[src/rtl/mem_arbiter.sv]
// Single-port RAM arbiter between instruction and data request paths.
// Data requests win unless the data streak has reached MAX_DSTREAK with an instruction waiting.
module mem_arbiter #(
  parameter int MAX_DSTREAK = 4,
  parameter int TIMEOUT     = 64
) (
  input  logic        CLK,
  input  logic        nRST,
  input  logic        iREN,
  input  logic [31:0] iaddr,
  output logic        iwait,
  output logic [31:0] iload,
  input  logic        dREN,
  input  logic        dWEN,
  input  logic [31:0] daddr,
  input  logic [31:0] dstore,
  output logic        dwait,
  output logic [31:0] dload,
  output logic        ramREN,
  output logic        ramWEN,
  output logic [31:0] ramaddr,
  output logic [31:0] ramstore,
  input  logic [31:0] ramload,
  input  logic [1:0]  ramstate,
  output logic        memerr
);

  typedef enum logic [1:0] {IDLE, DGRANT, IGRANT} state_t;

  localparam logic [1:0]  RAM_ACCESS = 2'd2;
  localparam logic [1:0]  RAM_ERROR  = 2'd3;
  localparam logic [3:0]  STREAK_MAX = 4'(MAX_DSTREAK);
  localparam logic [7:0]  TMO_LAST   = 8'(TIMEOUT - 1);
  localparam logic [31:0] ERR_WORD   = 32'hBAD1BAD1;

  state_t      state_reg, state_next;
  logic [3:0]  streak_reg, streak_next;
  logic [7:0]  tmo_reg, tmo_next;
  logic        dreq;
  logic        tmo_hit;
  logic        ram_ok;
  logic        ram_bad;

  assign dreq    = dREN | dWEN;
  assign tmo_hit = (tmo_reg == TMO_LAST);
  assign ram_ok  = (ramstate == RAM_ACCESS);
  assign ram_bad = (ramstate == RAM_ERROR) || tmo_hit;

  always_comb begin
    state_next  = state_reg;
    streak_next = streak_reg;
    tmo_next    = tmo_reg;
    iwait       = 1'b1;
    dwait       = 1'b1;
    iload       = 32'd0;
    dload       = 32'd0;
    ramREN      = 1'b0;
    ramWEN      = 1'b0;
    ramaddr     = 32'd0;
    ramstore    = 32'd0;
    memerr      = 1'b0;

    case (state_reg)
      IDLE: begin
        tmo_next = 8'd0;
        if (dreq && !(iREN && streak_reg == STREAK_MAX))
          state_next = DGRANT;
        else if (iREN)
          state_next = IGRANT;
      end

      DGRANT: begin
        ramaddr  = daddr;
        ramstore = dstore;
        ramWEN   = dWEN;
        ramREN   = dREN & ~dWEN;
        tmo_next = tmo_reg + 8'd1;
        if (!dreq) begin
          state_next = IDLE;
        end else if (ram_ok || ram_bad) begin
          dwait      = 1'b0;
          dload      = ram_ok ? ramload : ERR_WORD;
          memerr     = ~ram_ok;
          state_next = IDLE;
          // Streak only counts data grants that an instruction fetch had to wait through.
          if (!iREN)
            streak_next = 4'd0;
          else if (streak_reg < STREAK_MAX)
            streak_next = streak_reg + 4'd1;
        end
      end

      IGRANT: begin
        ramaddr  = iaddr;
        ramREN   = iREN;
        tmo_next = tmo_reg + 8'd1;
        if (!iREN) begin
          state_next = IDLE;
        end else if (ram_ok || ram_bad) begin
          iwait       = 1'b0;
          iload       = ram_ok ? ramload : ERR_WORD;
          memerr      = ~ram_ok;
          state_next  = IDLE;
          streak_next = 4'd0;
        end
      end

      default: state_next = IDLE;
    endcase
  end

  always_ff @(posedge CLK) begin
    if (!nRST) begin
      state_reg  <= IDLE;
      streak_reg <= 4'd0;
      tmo_reg    <= 8'd0;
    end else begin
      state_reg  <= state_next;
      streak_reg <= streak_next;
      tmo_reg    <= tmo_next;
    end
  end

endmodule

[config.mk]
export PLATFORM = sky130hd
export DESIGN_NAME = mem_arbiter
export DESIGN_NICKNAME = d
export VERILOG_FILES = /design/src/rtl/mem_arbiter.sv
export SDC_FILE = /design/constraint.sdc
export NUM_CORES = 1
export LEC_CHECK = 0
export BUFFER_PORTS_ARGS = -buffer_cell sky130_fd_sc_hd__buf_2
export CAP_MARGIN = 15
export CELL_PAD_IN_SITES_DETAIL_PLACEMENT = 1
export CELL_PAD_IN_SITES_GLOBAL_PLACEMENT = 2
export CORE_ASPECT_RATIO = 0.75
export CORE_MARGIN = 3
export CORE_UTILIZATION = 13
export DETAILED_ROUTE_END_ITERATION = 10
export PLACE_DENSITY_LB_ADDON = 0.1
export SETUP_SLACK_MARGIN = 0.4
export SLEW_MARGIN = 20
export SYNTH_ARGS = -nofsm -noshare
export SYNTH_HDL_FRONTEND = slang
export SYNTH_SLANG_ARGS = --single-unit
export TNS_END_PERCENT = 1
[constraint.sdc]
create_clock -name CLK -period 2.2 [get_ports CLK]
set_clock_uncertainty 0.15 [all_clocks]
set_input_delay 0.11 -clock CLK [delete_from_list [all_inputs] [get_ports CLK]]
set_output_delay 0.11 -clock CLK [all_outputs]
set_load 0.005 [all_outputs]
==> impl_metrics.ini, run 1 <==
[cells_and_area]
utilization = 0.2629
layout_common_cells = buf_2 (267), nor2_1 (68), nor2b_1 (36)
multi_input_area_um2 = 1798
area_growth_pct = 94.49
num_antenna_cells = 0
final_common_cell = buf_2
n_fill_cell = 1969
drive_above_1_share = 0.5806
layout.nets = 720
stdcell_count = 782
largest_register_ffs = 8
seq_area_um2 = 286.5

[cts]
cts_hold_buf = 0
cts.path.max_buffers = 2
root_buffer = clkbuf_16
cts.sinks = 14
path_clk_slew_ns = 0.05
insertion_delay_ns = 0.24
cts_tree = done
h-tree-depth = 1
numCtsBuffers = 3

[synthesis]
synth_edf_count = 0
ys_ff_latch = 14
syn_area_um2 = 2091
async_reset_ff_frac = 0
synthCells = 310
avgSynthCellArea_um2 = 6.744
synth_cell_types = 37
synth_warnings = 0
synth_nets = 452
ys.flop_type = dfxtp_1
synth-seq-area-share = 0.1341

[critical_path]
crit_path_top_delay_cell = dfxtp_2
start_kind = flop
r2r_slack_ns = 0.38
path_cells = ha_4, nor4bb_4, a21o_4, buf_12, nand3_4, nor2_1, buf_2
critPathBufInv = 2
slowest_delay_ns = 0.36
regToRegStartpoint = state_reg[0]
r2r-end = streak_reg[3]
required_ns = 1.94
r2r_cells = 7
arrival_ns = 1.64
path_class = reg -> out
critPathMaxFanout = 7
crit_family = simple AND/OR/NAND/NOR gates
cp-end-kind = output port

[placement]
place_inst = 763
hpwl_mm = 9.689
place_congestion = 0.7669
portBuffers = 267

[power_and_ir_drop]
power_leakage_uw = 0.002132
power_uw = 1291
peakVddDrop_mv = 0.1984
power.density_nw_per_um2 = 317.4

[timing]
fin_crit_ns = 1.898
hold_violations = 0
fin_crit_sh = 0.8630
setup_tns_ns = 0
relSlewSlack = 0.4960
drv_slew = 0
grt_setup_unrepaired = yes
max_freq_ghz = 0.5267
tightest_slew_ns = 0.7560
setup_viol = 0
hold_ws_ns = 0.08773

[drt]
dr.pass1.iters = 4
avgRoutedWirePerCell_um = 16.00
vias = 3220
vias_per_cell = 4.118
drt_iter0_markers = 115
drc = 0
drt-total-wl_mm = 12.51
antenna_left = 0

[min_path]
min_from = nRST
min_to = streak_reg[0]
hold_path.class = in -> reg
hold_depth = 3

[flow_run]
cap_violations = 0

[grt]
antenna_found_initial = 2
grt_pass1_vias = 3320
grt_start_max_net_pins = 34
grt_pass1_wl_mm = 18.47
grt_usage = 0.1294
grt-ovfl-total = 0

[status]
status = finished clean

[floorplan]
die-area_um2 = 17660
boundaryPins = 268
die_w_um = 152.4
die_h_um = 115.8
core_um2 = 15470
start_util = 0.1352
rows = 39
## per-stage QoR
stage / instance area, um2 / setup slack, ns
after CTS: 3970 / 0.2842
after global placement: 3625 / 0.3641
final: 4066 / 0.3015
after detailed placement: 3625 / 0.2837
after global routing: 4066 / 0.2028
after floorplan: 2091 / 0.5139
## cell usage after synthesis, types with 3 or more instances
library cell / instances / area [um2]
nand2_1: 18 / 67.56
mux2i_1: 4 / 40.04
dfxtp_1: 14 / 280.3
nor2_4: 9 / 101.4
nand3_1: 7 / 35.03
nor2_1: 82 / 307.8
a22oi_1: 32 / 240.2
o21ai_0: 3 / 15.01
and2_1: 34 / 212.7
buf_2: 8 / 40.04
inv_1: 5 / 18.77
nor2b_1: 36 / 225.2
ha_1: 7 / 87.58
xor2_1: 5 / 43.79
clkbuf_1: 15 / 56.30
## worst reg2reg max path, delay by kind of cell (launching register included)
family | cells | cell delay (ns)
fa+ha+maj | 1 | 0.20
simple gates | 2 | 0.40
compound gates | 1 | 0.23
buf+inv | 2 | 0.26
flops | 1 | 0.37
mux | 1 | 0.11
## power breakdown
part           leakage (uW)  switching [uW]  internal (uW)
clock network     0.0000442             108            275
registers          0.000115            8.09            261
logic               0.00197             299            339
total               0.00213             415            876
## layout make-up
| class | instances | share of cell area |
|---|---|---|
| Sequential cell | 14 | 0.07046 |
| Timing Repair Buffer | 286 | 0.3972 |
| Clock buffer | 4 | 0.02185 |
| Tap cell | 205 | 0.06308 |
| Inverter | 5 | 0.005231 |
| Multi-Input combinational cell | 268 | 0.4422 |
## repair_timing
action / CTS / global route
gates cloned: 5 / 1
buffers inserted: 7 / 2
endpoints found under the hold margin: 0 / 0
pin swaps: 7 / 2
endpoints found under the setup margin: 117 / 137
gates resized for setup: 17 / 20
## per-layer routing
layer  vias to the layer above  global-route usage  wire [um]
met2                       161              0.2352       6350
li1                       1571                   -          -
met3                        10             0.04927       1234
met5                         -                   0         27
met1                      1474              0.1492       4764
met4                         4             0.02136        137
## worst max-delay path by stage
stage                  from            end  slack [ns]  depth (start not counted)
2_1_floorplan  state_reg[0]  streak_reg[3]        0.51                          7
3_3_place_gp     tmo_reg[0]      dload[15]        0.36                          6
3_5_place_dp   state_reg[0]  streak_reg[3]        0.28                          6
4_1_cts          tmo_reg[0]      iload[11]        0.28                          7
5_1_grt          tmo_reg[0]      iload[20]        0.20                          7
6_report         tmo_reg[0]      iload[20]        0.30                          7
## logic make-up (layout without fill, tap and decap cells)
family	after synthesis	after routing	synth area share
fa+ha+maj	7	7	0.04189
mux	4	4	0.01915
xor+xnor	7	7	0.02932
buf+inv	31	295	0.07540
simple gates	200	203	0.5212
flops	14	14	0.1341
compound gates	47	47	0.1789
Power figures use the tool's default switching activity.
==> run 2: changes to the inputs <==
==> constraint.sdc (replaced) <==
create_clock -name CLK -period 2.1 [get_ports CLK]
set_clock_uncertainty 0.15 [all_clocks]
set_input_delay 0.105 -clock CLK [delete_from_list [all_inputs] [get_ports CLK]]
set_output_delay 0.105 -clock CLK [all_outputs]
set_load 0.005 [all_outputs]
==> run 2 against run 1 <==
  * Clock power up 7.3%
  * Total power rose by 4.3%
  * Core utilization down 0.16 points
  * Global-route usage is essentially flat
  * Hold slack is essentially flat
  * Sequential share of layout area grew 0.11 points
  * Critical path depth stayed put
  * Combinational power is 3% higher
  * Sequential cell count unchanged
  * Sequential power rose by 4%
  * Critical path type is now reg -> reg
  * Highest routed layer unchanged
==> impl_metrics.ini, run 2 (same netlist as run 1, synthesis figures left out) <==
[critical_path]
start_kind = flop
r2r_cells = 7
path_class = reg -> reg
regToRegStartpoint = tmo_reg[1]
required_ns = 2.13
startpoint = tmo_reg[1]
arrival_ns = 1.94
cp-end-kind = flop
critPathMaxFanout = 5

[cells_and_area]
layout.nets = 720
drive_above_1_share = 0.5806
multi_input_area_um2 = 1799
final_common_cell = buf_2
n_fill_cell = 2001
num_antenna_cells = 0
stdcell_count = 782
largest_register_ffs = 8
area_growth_pct = 93.30
seq_area_um2 = 289.0
layout_common_cells = buf_2 (267), nor2_1 (68), nor2b_1 (36)

[drt]
drt-total-wl_mm = 12.34
antenna_left = 0
avgRoutedWirePerCell_um = 15.77
vias = 3202
drc = 0
dr.pass1.iters = 4
drt_iter0_markers = 116
vias_per_cell = 4.095

[placement]
portBuffers = 267
place_congestion = 0.7751
place_inst = 764
hpwl_mm = 9.761

[grt]
grt_usage = 0.1298
grt-ovfl-total = 0
grt_start_max_net_pins = 34
grt_pass1_vias = 3267
antenna_found_initial = 2
grt_pass1_wl_mm = 18.58

[cts]
root_buffer = clkbuf_16
path_clk_slew_ns = 0.05
h-tree-depth = 1
cts_tree = done
cts.sinks = 14
numCtsBuffers = 3
cts_hold_buf = 0
insertion_delay_ns = 0.25
cts.path.max_buffers = 2

[floorplan]
die_h_um = 115.8
start_util = 0.1352
die-area_um2 = 17660
boundaryPins = 268
die_w_um = 152.4
core_um2 = 15470
rows = 39

[flow_run]
cap_violations = 0

[timing]
drv_slew = 0
setup_tns_ns = 0
fin_crit_ns = 1.910
setup_viol = 0
hold_violations = 0
tightest_slew_ns = 0.7892
grt_setup_unrepaired = yes
relSlewSlack = 0.4738
fin_crit_sh = 0.9097
max_freq_ghz = 0.5235

[status]
status = finished clean

[power_and_ir_drop]
power.density_nw_per_um2 = 333.1
power_leakage_uw = 0.002121
peakVddDrop_mv = 0.2319

[min_path]
hold_path.class = in -> reg
min_from = nRST
hold_depth = 3
[run 2: area by class of cell]
type                            count  share of cell area
Tap cell                          205             0.06347
Timing Repair Buffer              286              0.3932
Sequential cell                    14             0.07152
Multi-Input combinational cell    268              0.4452
Inverter                            5            0.004644
Clock buffer                        4             0.02198
[run 2: final timing paths]
| path | end | slack, ns |
|---|---|---|
| min reg2reg | streak_reg[1] | 0.33 |
| max | state_reg[1] | 0.19 |
| max reg2reg | state_reg[1] | 0.19 |
| min | streak_reg[1] | 0.09 |
[run 2: power breakdown]
group | leakage, uW | total (uW) | internal [uW] | switching, uW
combinational | 0.00196 | 654 | 343 | 312
clock | 0.0000442 | 411 | 289 | 121
sequential | 0.000116 | 281 | 272 | 8.62
[run 2: critical path, stage by stage, from the launching register on]
cell       delay, ns
dfxtp_4         0.35
ha_4            0.15
nor4bb_4        0.14
a21o_4          0.25
buf_12          0.14
buf_4           0.13
a2111oi_4       0.35
a32o_1          0.17
[run 2: layer usage]
layer	vias to the layer above	global-route usage	share of wire
li1	1570	-	-
met1	1442	0.1495	0.39
met2	176	0.2349	0.49
met3	10	0.05114	0.10
met4	4	0.02136	0.0091
met5	-	0	0.0022
[run 2: through the flow]
stage / total power (uW) / area, um2 / hold slack (ns) / utilization / setup slack, ns
2_1_floorplan: 568.6 / 2091 / 0.1572 / - / 0.4139
3_3_place_gp: 864.6 / 3632 / 0.3206 / 0.2348 / 0.2571
3_5_place_dp: 869.4 / 3632 / 0.3282 / 0.2348 / 0.2022
4_1_cts: 1365 / 3979 / 0.08911 / 0.2572 / 0.1956
5_1_grt: 1445 / 4041 / 0.1270 / 0.2613 / 0.1110
6_report: 1346 / 4041 / 0.08764 / 0.2613 / 0.1897
[run 2: what timing repair did]
item                       4_1_cts  5_1_grt
setup buffers                    8        1
resized for setup               21       17
setup endpoints to repair      141      139
gates cloned                     5        0
pin swaps                        4        5
==> run 3: changes to the inputs <==
--- a/config.mk
+++ b/config.mk
@@ -8,12 +8,13 @@
 export BUFFER_PORTS_ARGS = -buffer_cell sky130_fd_sc_hd__buf_2
 export CAP_MARGIN = 15
 export CELL_PAD_IN_SITES_DETAIL_PLACEMENT = 1
-export CELL_PAD_IN_SITES_GLOBAL_PLACEMENT = 2
+export CELL_PAD_IN_SITES_GLOBAL_PLACEMENT = 1
 export CORE_ASPECT_RATIO = 0.75
 export CORE_MARGIN = 3
-export CORE_UTILIZATION = 13
+export CORE_UTILIZATION = 19
 export DETAILED_ROUTE_END_ITERATION = 10
-export PLACE_DENSITY_LB_ADDON = 0.1
+export PLACE_DENSITY_LB_ADDON = 0.25
+export REMOVE_ABC_BUFFERS = 1
 export SETUP_SLACK_MARGIN = 0.4
 export SLEW_MARGIN = 20
 export SYNTH_ARGS = -nofsm -noshare
==> run 3 against run 2 <==
  * Cell count shrank 9.1%
  * Sequential share of layout area grew 0.33 points
  * Critical path type is now reg -> out
  * First-iteration DRC count shrank 28%
  * Global-route usage grew 5.1 points
  * Largest cell class unchanged
  * Via count shrank 0.59%
  * Fmax shrank 0.67%
==> impl_metrics.ini, run 3 (same netlist as run 1, synthesis figures left out) <==
[grt]
grt-ovfl-total = 0
grt_pass1_vias = 3360
grt_start_max_net_pins = 34
grt_pass1_wl_mm = 18.33
grt_usage = 0.1812
antenna_found_initial = 0

[floorplan]
die_w_um = 127.1
boundaryPins = 268
die_h_um = 96.85
die-area_um2 = 12310
start_util = 0.1993
core_um2 = 10490
rows = 32

[placement]
place_inst = 695
hpwl_mm = 9.401
place_area_um2 = 3546
place_congestion = 0.8255
portBuffers = 267

[status]
status = finished clean

[cells_and_area]
n_fill_cell = 1393
final_common_cell = buf_2
drive_above_1_share = 0.5583
stdcell_count = 711
layout.nets = 718
area_growth_pct = 84.68
final_area_um2 = 3861
largest_register_ffs = 8
num_antenna_cells = 0
layout_common_cells = buf_2 (267), nor2_1 (79), nor2b_1 (36)

[timing]
setup_tns_ns = 0
max_freq_ghz = 0.5200
relSlewSlack = 0.5391
hold_violations = 0
setup_viol = 0
fin_crit_sh = 0.9158
grt_setup_unrepaired = yes
fin_crit_ns = 1.923
drv_slew = 0
hold_ws_ns = 0.08385
tightest_slew_ns = 0.6913

[flow_run]
cap_violations = 0

[power_and_ir_drop]
seqPwrFrac = 0.214
combPwrFrac = 0.482
power_leakage_uw = 0.002103
peakVddDrop_mv = 0.2293
switching_share = 0.3247
clock_power_share = 0.304
switchingPower_uw = 426.7
power.density_nw_per_um2 = 340.3
intPower_uw = 887.4

[cts]
h-tree-depth = 1
cts.sinks = 14
root_buffer = clkbuf_16
cts_hold_buf = 0
cts_tree = done
numCtsBuffers = 3
path_clk_slew_ns = 0.05
insertion_delay_ns = 0.24
cts.path.max_buffers = 2

[drt]
drc = 0
vias_per_cell = 4.477
dr.pass1.iters = 4
vias = 3183
avgRoutedWirePerCell_um = 16.69
antenna_left = 0
drt_iter0_markers = 84
drt-total-wl_mm = 11.87

[critical_path]
critPathMaxFanout = 6
required_ns = 1.85
path_class = reg -> out
arrival_ns = 1.67
cp-end-kind = output port
start_kind = flop

[min_path]
hold_path.class = in -> reg
[run 3: layer usage]
metal | track usage | routed length, um
met1 | 0.2228 | 5027
met2 | 0.3386 | 6202
met3 | 0.02759 | 550
met4 | 0.02391 | 87
met5 | 0 | 0
[run 3: worst paths after layout]
path / cells after the start / start / endpoint / slack, ns
max: 6 / tmo_reg[1] / iload[11] / 0.18
min: 3 / nRST / streak_reg[1] / 0.08
max reg2reg: 6 / state_reg[1] / state_reg[1] / 0.31
min reg2reg: 2 / streak_reg[1] / streak_reg[1] / 0.34
[run 3: layout make-up]
cell class	instances	area, um2	share of cell area
Clock buffer	4	88.84	0.02301
Inverter	5	18.77	0.004861
Multi-Input combinational cell	271	1799	0.4660
Sequential cell	14	289.0	0.07485
Tap cell	136	170.2	0.04407
Timing Repair Buffer	281	1495	0.3872
[run 3: worst max-delay path: stages, from the launching register on]
cell,delay (ns)
dfxtp_2,0.36
ha_4,0.13
nor4bb_4,0.23
a21o_4,0.27
nand3_4,0.15
nor2_2,0.15
buf_2,0.12
[run 3: per-stage QoR]
step,utilization,power (uW),setup WS [ns]
CTS,0.3681,1331,0.1856
floorplan,-,541.4,-0.6333
detailed placement,0.3380,862.0,0.2036
finish,0.3681,1314,0.1769
global placement,0.3380,846.3,0.2671
global route,0.3681,1409,0.07485
[run 3: power by group through the flow]
stage	Sequential, uW	Clock [uW]	Combinational [uW]
5_1_grt	281	429	700
2_1_floorplan	283	0	259
6_report	281	400	633
4_1_cts	280	412	638
3_3_place_gp	283	0	563
3_5_place_dp	284	0	578
[run 3: repair_timing]
| item | 4_1_cts | 5_1_grt |
|---|---|---|
| resized for setup | 22 | 0 |
| setup buffers | 5 | 0 |
| endpoints found under the setup margin | 141 | 142 |
| cloned | 7 | 0 |
| pin swaps | 5 | 0 |
